[config.mk]
export PLATFORM = sky130hd
export DESIGN_NAME = weight_loader_flat
export DESIGN_NICKNAME = d
export VERILOG_FILES = /design/src/rtl/dnn_pkg.sv /design/src/rtl/weight_loader_if.sv /design/src/rtl/weight_loader_packer.sv /design/src/rtl/weight_loader.sv /design/src/flat_wrapper.sv
export SDC_FILE = /design/constraint.sdc
export NUM_CORES = 2
export LEC_CHECK = 0
export CAP_MARGIN = 20
export CORE_MARGIN = 4
export CORE_UTILIZATION = 39
export CTS_BUF_LIST = sky130_fd_sc_hd__clkbuf_8
export DETAILED_ROUTE_END_ITERATION = 10
export GPL_TIMING_DRIVEN = 0
export PLACE_DENSITY = 0.57
export SETUP_SLACK_MARGIN = 0.15
export SYNTH_ARGS = -nofsm -noshare
export SYNTH_HDL_FRONTEND = slang
export SYNTH_SLANG_ARGS = --single-unit
[constraint.sdc]
create_clock -name clk -period 5.6 [get_ports clk]
set_clock_uncertainty 0.2 [all_clocks]
set_input_delay 1.12 -clock clk [delete_from_list [all_inputs] [get_ports clk]]
set_output_delay 1.12 -clock clk [all_outputs]
set_load 0.02 [all_outputs]
[src/rtl/dnn_pkg.sv]
// Constants and FSM state type shared by the weight loader and the weight bank.
package dnn_pkg;
  localparam int N     = 40;
  localparam int NDATA = 24;
  localparam int NADDR = 9;
  localparam int LANE_W = $clog2(N);

  localparam logic [NADDR:0] MAX_ROWS = {1'b1, {NADDR{1'b0}}};

  typedef enum logic [1:0] {
    IDLE  = 2'd0,
    RUN   = 2'd1,
    DRAIN = 2'd2
  } load_state_e;

  // A load can never cover more rows than the bank holds.
  function automatic logic [NADDR:0] clamp_rows(input logic [NADDR:0] n);
    return (n > MAX_ROWS) ? MAX_ROWS : n;
  endfunction
endpackage

[src/rtl/weight_loader_if.sv]
// Valid/ready weight stream feeding the loader.
interface weight_loader_if;
  logic [dnn_pkg::NDATA-1:0] s_data;
  logic                      s_valid;
  logic                      s_ready;

  modport master (output s_data, output s_valid, input  s_ready);
  modport slave  (input  s_data, input  s_valid, output s_ready);
endinterface

[src/rtl/weight_loader_packer.sv]
// Collects N consecutive weights into one row-wide stage register.
module weight_packer
  import dnn_pkg::*;
(
  input  logic               clk,
  input  logic               rst,
  input  logic               clear,
  input  logic               run,
  input  logic               issue,
  input  logic [NDATA-1:0]   s_data,
  input  logic               s_valid,
  output logic               s_ready,
  output logic [N*NDATA-1:0] stage,
  output logic               stage_full
);
  logic [LANE_W-1:0]  lane_cnt_q, lane_cnt_d;
  logic               stage_full_q, stage_full_d;
  logic [N*NDATA-1:0] stage_q, stage_d;
  logic               xfer;

  always_comb begin
    s_ready      = run && !stage_full_q;
    xfer         = s_valid && s_ready;
    lane_cnt_d   = lane_cnt_q;
    stage_full_d = stage_full_q;
    stage_d      = stage_q;
    if (issue) stage_full_d = 1'b0;
    if (xfer) begin
      stage_d[lane_cnt_q*NDATA +: NDATA] = s_data;
      if (lane_cnt_q == LANE_W'(N-1)) begin
        lane_cnt_d   = '0;
        stage_full_d = 1'b1;
      end else begin
        lane_cnt_d = lane_cnt_q + 1'b1;
      end
    end
    // A new load discards any partially packed row.
    if (clear) begin
      lane_cnt_d   = '0;
      stage_full_d = 1'b0;
    end
  end

  always_ff @(posedge clk or negedge rst) begin
    if (!rst) begin
      lane_cnt_q   <= '0;
      stage_full_q <= 1'b0;
    end else begin
      lane_cnt_q   <= lane_cnt_d;
      stage_full_q <= stage_full_d;
    end
  end

  always_ff @(posedge clk) begin
    stage_q <= stage_d;
  end

  assign stage      = stage_q;
  assign stage_full = stage_full_q;
endmodule

[src/rtl/weight_loader.sv]
// Packs the weight stream into rows and writes them to the bank, holding each
// row N cycles so the bank's per-lane delayed enables see stable data.
module weight_loader
  import dnn_pkg::*;
(
  input  logic               clk,
  input  logic               rst,
  input  logic               load_start,
  input  logic [NADDR:0]     nrows,
  weight_loader_if.slave     s,
  output logic [N*NDATA-1:0] out,
  output logic [NADDR-1:0]   wraddr,
  output logic               wren,
  output logic               busy,
  output logic               done
);
  load_state_e        state_q, state_d;
  logic [NADDR:0]     nrows_q, nrows_d;
  logic [NADDR-1:0]   row_cnt_q, row_cnt_d;
  logic [LANE_W-1:0]  hold_cnt_q, hold_cnt_d;
  logic               hold_active_q, hold_active_d;
  logic [N*NDATA-1:0] out_q, out_d;
  logic [NADDR-1:0]   wraddr_q, wraddr_d;
  logic               wren_q, wren_d;
  logic               done_q, done_d;

  logic               start, run, issue, hold_end, hold_free, last_row, drain_done;
  logic [N*NDATA-1:0] stage;
  logic               stage_full;

  weight_packer u_packer (
    .clk        (clk),
    .rst        (rst),
    .clear      (start),
    .run        (run),
    .issue      (issue),
    .s_data     (s.s_data),
    .s_valid    (s.s_valid),
    .s_ready    (s.s_ready),
    .stage      (stage),
    .stage_full (stage_full)
  );

  always_ff @(posedge clk or negedge rst) begin
    if (!rst) state_q <= IDLE;
    else      state_q <= state_d;
  end

  always_comb begin
    state_d = state_q;
    case (state_q)
      IDLE:    if (load_start) state_d = (clamp_rows(nrows) == '0) ? DRAIN : RUN;
      RUN:     if (issue && last_row) state_d = DRAIN;
      DRAIN:   if (hold_free) state_d = IDLE;
      default: state_d = IDLE;
    endcase
  end

  // The hold window ending this cycle frees the bank for the next issue, so
  // back-to-back rows can land exactly N cycles apart.
  always_comb begin
    start      = (state_q == IDLE) && load_start;
    run        = (state_q == RUN);
    busy       = (state_q != IDLE);
    hold_end   = hold_active_q && (hold_cnt_q == LANE_W'(N-1));
    hold_free  = !hold_active_q || hold_end;
    issue      = run && stage_full && hold_free;
    last_row   = ({1'b0, row_cnt_q} + 1'b1) == nrows_q;
    drain_done = (state_q == DRAIN) && hold_free;
  end

  always_comb begin
    nrows_d       = start ? clamp_rows(nrows) : nrows_q;
    row_cnt_d     = row_cnt_q;
    hold_cnt_d    = hold_cnt_q;
    hold_active_d = hold_active_q;
    out_d         = out_q;
    wraddr_d      = wraddr_q;
    wren_d        = issue;
    done_d        = drain_done;
    if (start) row_cnt_d = '0;
    if (issue) begin
      out_d         = stage;
      wraddr_d      = row_cnt_q;
      row_cnt_d     = row_cnt_q + 1'b1;
      hold_cnt_d    = '0;
      hold_active_d = 1'b1;
    end else if (hold_end) begin
      hold_cnt_d    = '0;
      hold_active_d = 1'b0;
    end else if (hold_active_q) begin
      hold_cnt_d    = hold_cnt_q + 1'b1;
    end
  end

  always_ff @(posedge clk or negedge rst) begin
    if (!rst) begin
      nrows_q       <= '0;
      row_cnt_q     <= '0;
      hold_cnt_q    <= '0;
      hold_active_q <= 1'b0;
      out_q         <= '0;
      wraddr_q      <= '0;
      wren_q        <= 1'b0;
      done_q        <= 1'b0;
    end else begin
      nrows_q       <= nrows_d;
      row_cnt_q     <= row_cnt_d;
      hold_cnt_q    <= hold_cnt_d;
      hold_active_q <= hold_active_d;
      out_q         <= out_d;
      wraddr_q      <= wraddr_d;
      wren_q        <= wren_d;
      done_q        <= done_d;
    end
  end

  assign out    = out_q;
  assign wraddr = wraddr_q;
  assign wren   = wren_q;
  assign done   = done_q;
endmodule
[src/flat_wrapper.sv]
// flat-port wrapper written by rule: the top's interface ports become plain ports
module weight_loader_flat import dnn_pkg::*;
  (clk, rst, load_start, nrows, out, wraddr, wren, busy, done, s_s_data, s_s_valid, s_s_ready);
  weight_loader_if s_i ();
  input  logic clk;
  input  logic rst;
  input  logic load_start;
  input  logic [NADDR:0] nrows;
  output logic [N*NDATA-1:0] out;
  output logic [NADDR-1:0] wraddr;
  output logic wren;
  output logic busy;
  output logic done;
  input wire logic [$bits(s_i.s_data)-1:0] s_s_data;
  input wire logic [$bits(s_i.s_valid)-1:0] s_s_valid;
  output wire logic [$bits(s_i.s_ready)-1:0] s_s_ready;
  assign s_i.s_data = s_s_data;
  assign s_i.s_valid = s_s_valid;
  assign s_s_ready = s_i.s_ready;
  weight_loader u_core (.clk(clk), .rst(rst), .load_start(load_start), .nrows(nrows), .s(s_i), .out(out), .wraddr(wraddr), .wren(wren), .busy(busy), .done(done));
endmodule
* Word-level counts from Yosys, hierarchy flattened *
Index checks and enable logic that the tools add are counted.
Widths: inputs -> output; s select.

storage, ports and cells
  memory bits (writable) = 0
  output and inout bits = 973
  register bits after elaboration = 1966
  bits in latches = 0
  memories = 0
  logic and storage cells = 69
  bits in read-only memories = 0

cells by class
  multiplexer cells = 21
  magnitude comparators = 1
  equality and inequality tests = 8
  reductions and logical operators = 19
  add/sub/neg operators = 5
  div/mod/pow operators = 0
  bitwise logic cells = 0
  multipliers = 1
  shift-type cells = 2

operator list
  operator                   count
  $bwmux 960                 1
  $shift 24x34->960 const A  1
  $shiftx 24x34->960         1
  $mux 6                     6
  $neg 11->34                1
  $mux 9                     2
  $add 6x1->6 const B        2
  $eq 6x6->1 const B         2
  $add 9x1->10 const B       1
  $eq 10x10->1               1
  $gt 10x10->1 const B       1
  $logic_not 10->1           1
  $mux 10                    1
  $add 9x1->9 const B        1
  $logic_and 1x1->1          8
  $mul 6x2->8 const B        1
  $mux 2                     4
  $reduce_bool 2->1          4
  $mux 1                     6
  $pmux 2 s3                 1
  $ne 2x1->1 const B         2
  $reduce_and 3->1           1
  $reduce_bool 3->1          1
  $eq 2x1->1 const B         1
  5 further kinds            6

* Logic depth before layout (Yosys ltp) *
  depth after elaboration = 8
  gate-level depth with buffers = 15
  depth with buffers taken out = 11

* Cells and area by module *
From an unflattened synthesis, not the netlist that was laid out.

unflattened totals
  cells, all modules = 7119
  area, all modules = 75762.7 µm²

modules (own cells, without submodules)
  module         cells each  area each (µm²)  instances  seq. area each (µm²)
  weight_packer  2848        38011.5          1          29002.8
  weight_loader  4271        37751.2          1          24999.0

* Worst setup path before layout *
Ideal clock, no wire load.

  path kind = reg2reg
  start = register, netlist name u_core.u_packer.lane_cnt_q[1]
  end = register u_core.u_packer.stage_q[192], in the netlist u_core.u_packer.stage[192] (enable)
  path slack = 987 ps
  cell stages (with the launch flop) = 14
  data arrival time = 4018 ps
  cells stage by stage = dfrtp_1 > ha_1 > fa_1 > nor3_1 > nand2_1 > a21oi_2 > and3_1 > ha_1 > clkbuf_1 > nand2_1 > inv_1 > nand3_1 > clkbuf_1 > nor4_1

RTL lines
  what                  RTL line                    text
  to (signal assigned)  weight_loader_packer.sv:55  stage_q <= stage_d;
  to (decl)             weight_loader_packer.sv:18  logic [N*NDATA-1:0] stage_q, stage_d;

* Worst setup path after layout *
  start = register u_core.u_packer.lane_cnt_q[1]
  end = register u_core.u_packer.stage_q[194], in the netlist u_core.u_packer.stage[194] (data pin)

on the way
  longest elaborated chain between the ends = 4
  elaborated cells between the ends (all ways) = 5
  those cells by class = add/sub: 1; mul: 1; shift: 2; mux: 1

ends and longest elaborated chain
  what                                                            RTL line                    text
  from (decl)                                                     weight_loader_packer.sv:16  logic [LANE_W-1:0] lane_cnt_q, lane_cnt_d;
  from (signal assigned)                                          weight_loader_packer.sv:49  lane_cnt_q <= lane_cnt_d;
  $mul 6x2->8 (*)                                                 weight_loader_packer.sv:29  stage_d[lane_cnt_q*NDATA +: NDATA] = s_data;
  $neg 11->34 (*)                                                 weight_loader_packer.sv:29
  $shiftx 24x34->960 / $shift 24x34->960 (equally long branches)  weight_loader_packer.sv:29
  $bwmux 960 (*)                                                  weight_loader_packer.sv:29

Mark *: on every way between the ends. The rest lies on a longest branch, timed or not.
A chain may end at the register's enable or synchronous reset.

==> run summary <==
The distinct cell type count after synthesis is 68. For the insertion delay to the later sink of the worst-skew pair, the log shows 1080 ps. STA classifies the critical path startpoint as a flip-flop. The run gives 0.394 as the effective utilization at floorplan. The overall die area is 0.200 mm^2, and the final RePlAce weighted congestion is 0.970. The run gives 0 as the number of max-slew violations in the final report. The critical path starts at u_core.u_packer.lane_cnt_q[1]. The global router's overall resource usage is 0.354, and the total half-perimeter wirelength after legalization and detailed placement is 273000 um.

In this run, synthesis inferred 960 flip-flops with an integrated enable. Vias per cell: 5.43. The longest clock path from root to sink contains 4 buffers. The logs give 0.0974 mm^2 for the finished layout cell area and 0.0737 for the worst relative slew slack.

Setup slack on the worst reg-to-reg path comes out at 7 ps. The first global-routing pass estimated 483000 um of wire. TritonCTS built the clock tree. The post-route clock period utilization works out to 0.999.

The commonest cells after synthesis are 3142 x nand2_1, 1006 x dfrtp_1, 960 x edfxtp_1, 950 x nor2_1, 383 x clkbuf_1. The run gives 25600 uW as the internal power summed over all cells. The slew at the pin closest to its max-slew limit was 1390 ps. The smallest hold slack is 175 ps, and the count of buffers inserted at the top-level ports is 1007.

The part of the total power dissipated in combinational logic was 0.365. Dividing the detail-routed wire length by the instance count gives 31.7 um. The number of global-route vias before repair was 59400. Dividing total power by cell area gives a power density of 471 mW/mm^2. By area the synthesized netlist is led by edfxtp_1 38%, dfrtp_1 33%, nand2_1 16%. The tools report the sum of negative setup slack as 0 ps. The run finished with clean final reports. Setup violations remaining at the end of the flow were counted as 0. Across the VDD grid, the largest voltage drop is 0.000731 V. Based on the critical path, the design can be clocked at up to 179 MHz. Pin placement for this block handled 1011 I/O pins. The tools report the synthesized instance count as 7132. The worst register-to-register path ends at u_core.u_packer.stage[194]. The cell count of the worst reg-to-reg path was 11.

After the first detailed-routing iteration, the DRC count stood at 7519. The kind of end point of the critical path is a flip-flop. The clock tree synthesis step divided the H-tree into 5 levels.

The floorplan has 160 rows. The tools report the origin of the critical flop-to-flop path as u_core.u_packer.lane_cnt_q[1]. Clock-pin slew was measured on the worst setup and hold paths at 70 ps.

Along the worst path, the maximum fanout reaches 10. For the data arrival at the endpoint of the critical path, the log shows 6230 ps. Counting flops and latches in the post-synthesis netlist gives 1966. For the post-route worst setup slack, the log shows 6.86 ps. Clock tree synthesis found a total of 1966 sinks. The count of vias placed by the detailed router was 61800. The clock group share of total power was 0.279.

In the final design database the tool counted 8641 nets. The residual antenna-violating net count after detailed routing came out at 0. The sequential-to-total area share from yosys stat is 0.718, and the total of warnings raised by yosys is 0.

The DRC violation count after routing was 0; the setup slack at placement was -956 ps. TritonCTS created 346 clock buffers. The leftover overflow at the end of global routing is 0, and the number of stages on the worst hold path is 2.

The tools report the hold path startpoint as u_core.u_packer.stage[519]. Synthesized area per cell: 10.6 um^2. The die is 447 um wide. In this run the power spent charging and discharging nets is 20300 uW.

The area share of the leading cell type in the synthesized netlist works out to 0.383. Yosys instantiated no cell more often than nand2_1. The sequential power share is 0.357, and the die extent in y is 447 um. The clock period minus worst slack is 5590 ps. The number of nets handed over by synthesis was 7183. The share of synthesized registers carrying an async set or reset was 0.512. Summed over all cells, the static leakage comes to 0.0416 uW.

Library cell used as clock root buffer: clkbuf_8. Before antenna repair, the detailed router went through 6 iterations. The run gives 0.191 mm^2 as the core area. The synthesized design spends more area on one cell type than any other, namely edfxtp_1. Relative to the synthesized area, the layout overhead comes to 29.5%. At the worst endpoint, the required time is 6240 ps. For the cell area after technology mapping, the log shows 0.0753 mm^2.

The proportion of total power due to net switching is 0.442. The final hold violation count is 0. Setup repair after global routing could not meet its margin everywhere.

The proportion of layout cells with a drive suffix above 1 came out at 0.0917. The class of the worst hold path is flip-flop to flip-flop. The tools report the initial antenna violation count as 43.

The most used flip-flop cell after synthesis is dfrtp_1. Startpoint-to-endpoint class of the critical path: flip-flop to flip-flop. The filler cells instantiated in the layout total 17700.

Summed over all layers, the routed wires come to 361000 um. The run gives 0 as the number of violations of the max-capacitance limit. Worst hold path endpoint: u_core.out[519]. Cell area reported after detailed placement: 0.0902 mm^2. The maximum number of pins on one net before global-route repair was 166.
==> layer usage <==
layer | track usage | up-vias | share of wire
met5 | 0 | - | 0.00011
met4 | 0.224 | 8 | 0.075
met3 | 0.0719 | 903 | 0.087
met2 | 0.554 | 3621 | 0.46
met1 | 0.451 | 31200 | 0.38
li1 | - | 26100 | -
==> per-stage QoR <==
step	total power, uW	util	std cells
floorplan	22100	-	7132
global placement	30900	0.463	10700
detailed placement	32000	0.472	10700
CTS	45100	0.509	11400
global route	46500	0.510	11400
finish	45900	0.510	11400
==> registers in the layout, indices dropped and copies added, names as in the netlist <==
| signal | flops |
|---|---|
| u_core.wren | 1 |
| u_core.u_packer.stage_full | 1 |
| u_core.done | 1 |
| u_core.u_packer.stage | 960 |
| u_core.wraddr | 9 |
| u_core.out | 960 |
| u_core.u_packer.lane_cnt_q | 6 |
| u_core.nrows_q | 10 |
| u_core.state_q | 2 |
| u_core.hold_active_q | 1 |
| u_core.hold_cnt_q | 6 |
| u_core.row_cnt_q | 9 |
==> layout by cell type (no fill, tap or decap), drive strengths merged, types with 7 or more instances in the layout <==
master and count:
nand2 3142, clkdlybuf4s50 1006, dfrtp 1006, edfxtp 960, nor2 950, clkbuf 767, inv 146, buf 138
nor3 137, clkinv 80, a21oi 67, o21ai 52, nand3 51, o22ai 35, and2 35, nor4 19
and3 18, diode 17, or3 17, nand2b 17, xnor2 15, mux2i 14, a221oi 13, ha 12
clkinvlp 11, mux2 11, a22oi 11, nor2b 10, nand3b 10, a211o 10, a22o 9, bufinv 8
a211oi 8, xor2 7
==> critical path: stages, from the launching register on <==
cell and delay [ps]:
dfrtp_1 460, ha_2 330, fa_1 280, nand2b_1 110, a21oi_2 380, mux2_2 440
o211ai_1 200, clkbuf_1 580, buf_1 780, nand2_2 500, clkbuf_2 630, nor3_1 460
==> worst max-delay path by stage <==
| stage | to | slack [ps] | cells past startpoint |
|---|---|---|---|
| finish | u_core.u_packer.stage[194] | 7 | 11 |
| global route | u_core.u_packer.stage[194] | 30 | 11 |
| CTS | u_core.u_packer.stage[727] | 70 | 14 |
| detailed placement | u_core.u_packer.stage[727] | -960 | 15 |
| global placement | u_core.wraddr[2] | -44480 | 1 |
| floorplan | u_core.u_packer.stage[192] | 990 | 13 |
==> cells by family (layout without fill, tap and decap cells) <==
family,count (synthesis),in the layout,share of synthesized area
fa+ha+maj,13,13,0.00226
compound gates,248,248,0.0215
buf+inv,430,2157,0.0218
simple gates,4425,4425,0.230
flops,1966,1966,0.718
mux,25,25,0.00351
other cells,0,17,0
xor+xnor,25,25,0.00377
==> power groups by stage <==
stage          sequential, uW  combinational (uW)  clock [uW]
6_report                16400               16700       12800
5_1_grt                 16400               16600       13500
4_1_cts                 16400               15900       12900
3_5_place_dp            16600               15400           0
3_3_place_gp            16700               14200           0
2_1_floorplan           16600                5580           0
==> layout make-up <==
| class | instances | area [um^2] | share of cell area |
|---|---|---|---|
| inverters | 12 | 50.0 | 0.000514 |
| clock buffers | 384 | 5290 | 0.0542 |
| well taps | 2511 | 3140 | 0.0322 |
| clock inverters | 233 | 1180 | 0.0121 |
| repair buffers | 1111 | 11600 | 0.119 |
| plain buffers | 417 | 1700 | 0.0174 |
| diodes | 17 | 42.5 | 0.000437 |
| multi-input cells | 4736 | 20400 | 0.210 |
| flip-flops and latches | 1966 | 54000 | 0.554 |
==> what timing repair did <==
item,4_1_cts,5_1_grt
hold buffers,1,0
resized for setup,142,41
pin swaps,4,0
buffers inserted,4,3
hold endpoints to repair,102,0
endpoints found under the setup margin,1362,1059
Power figures use the tool's default switching activity.
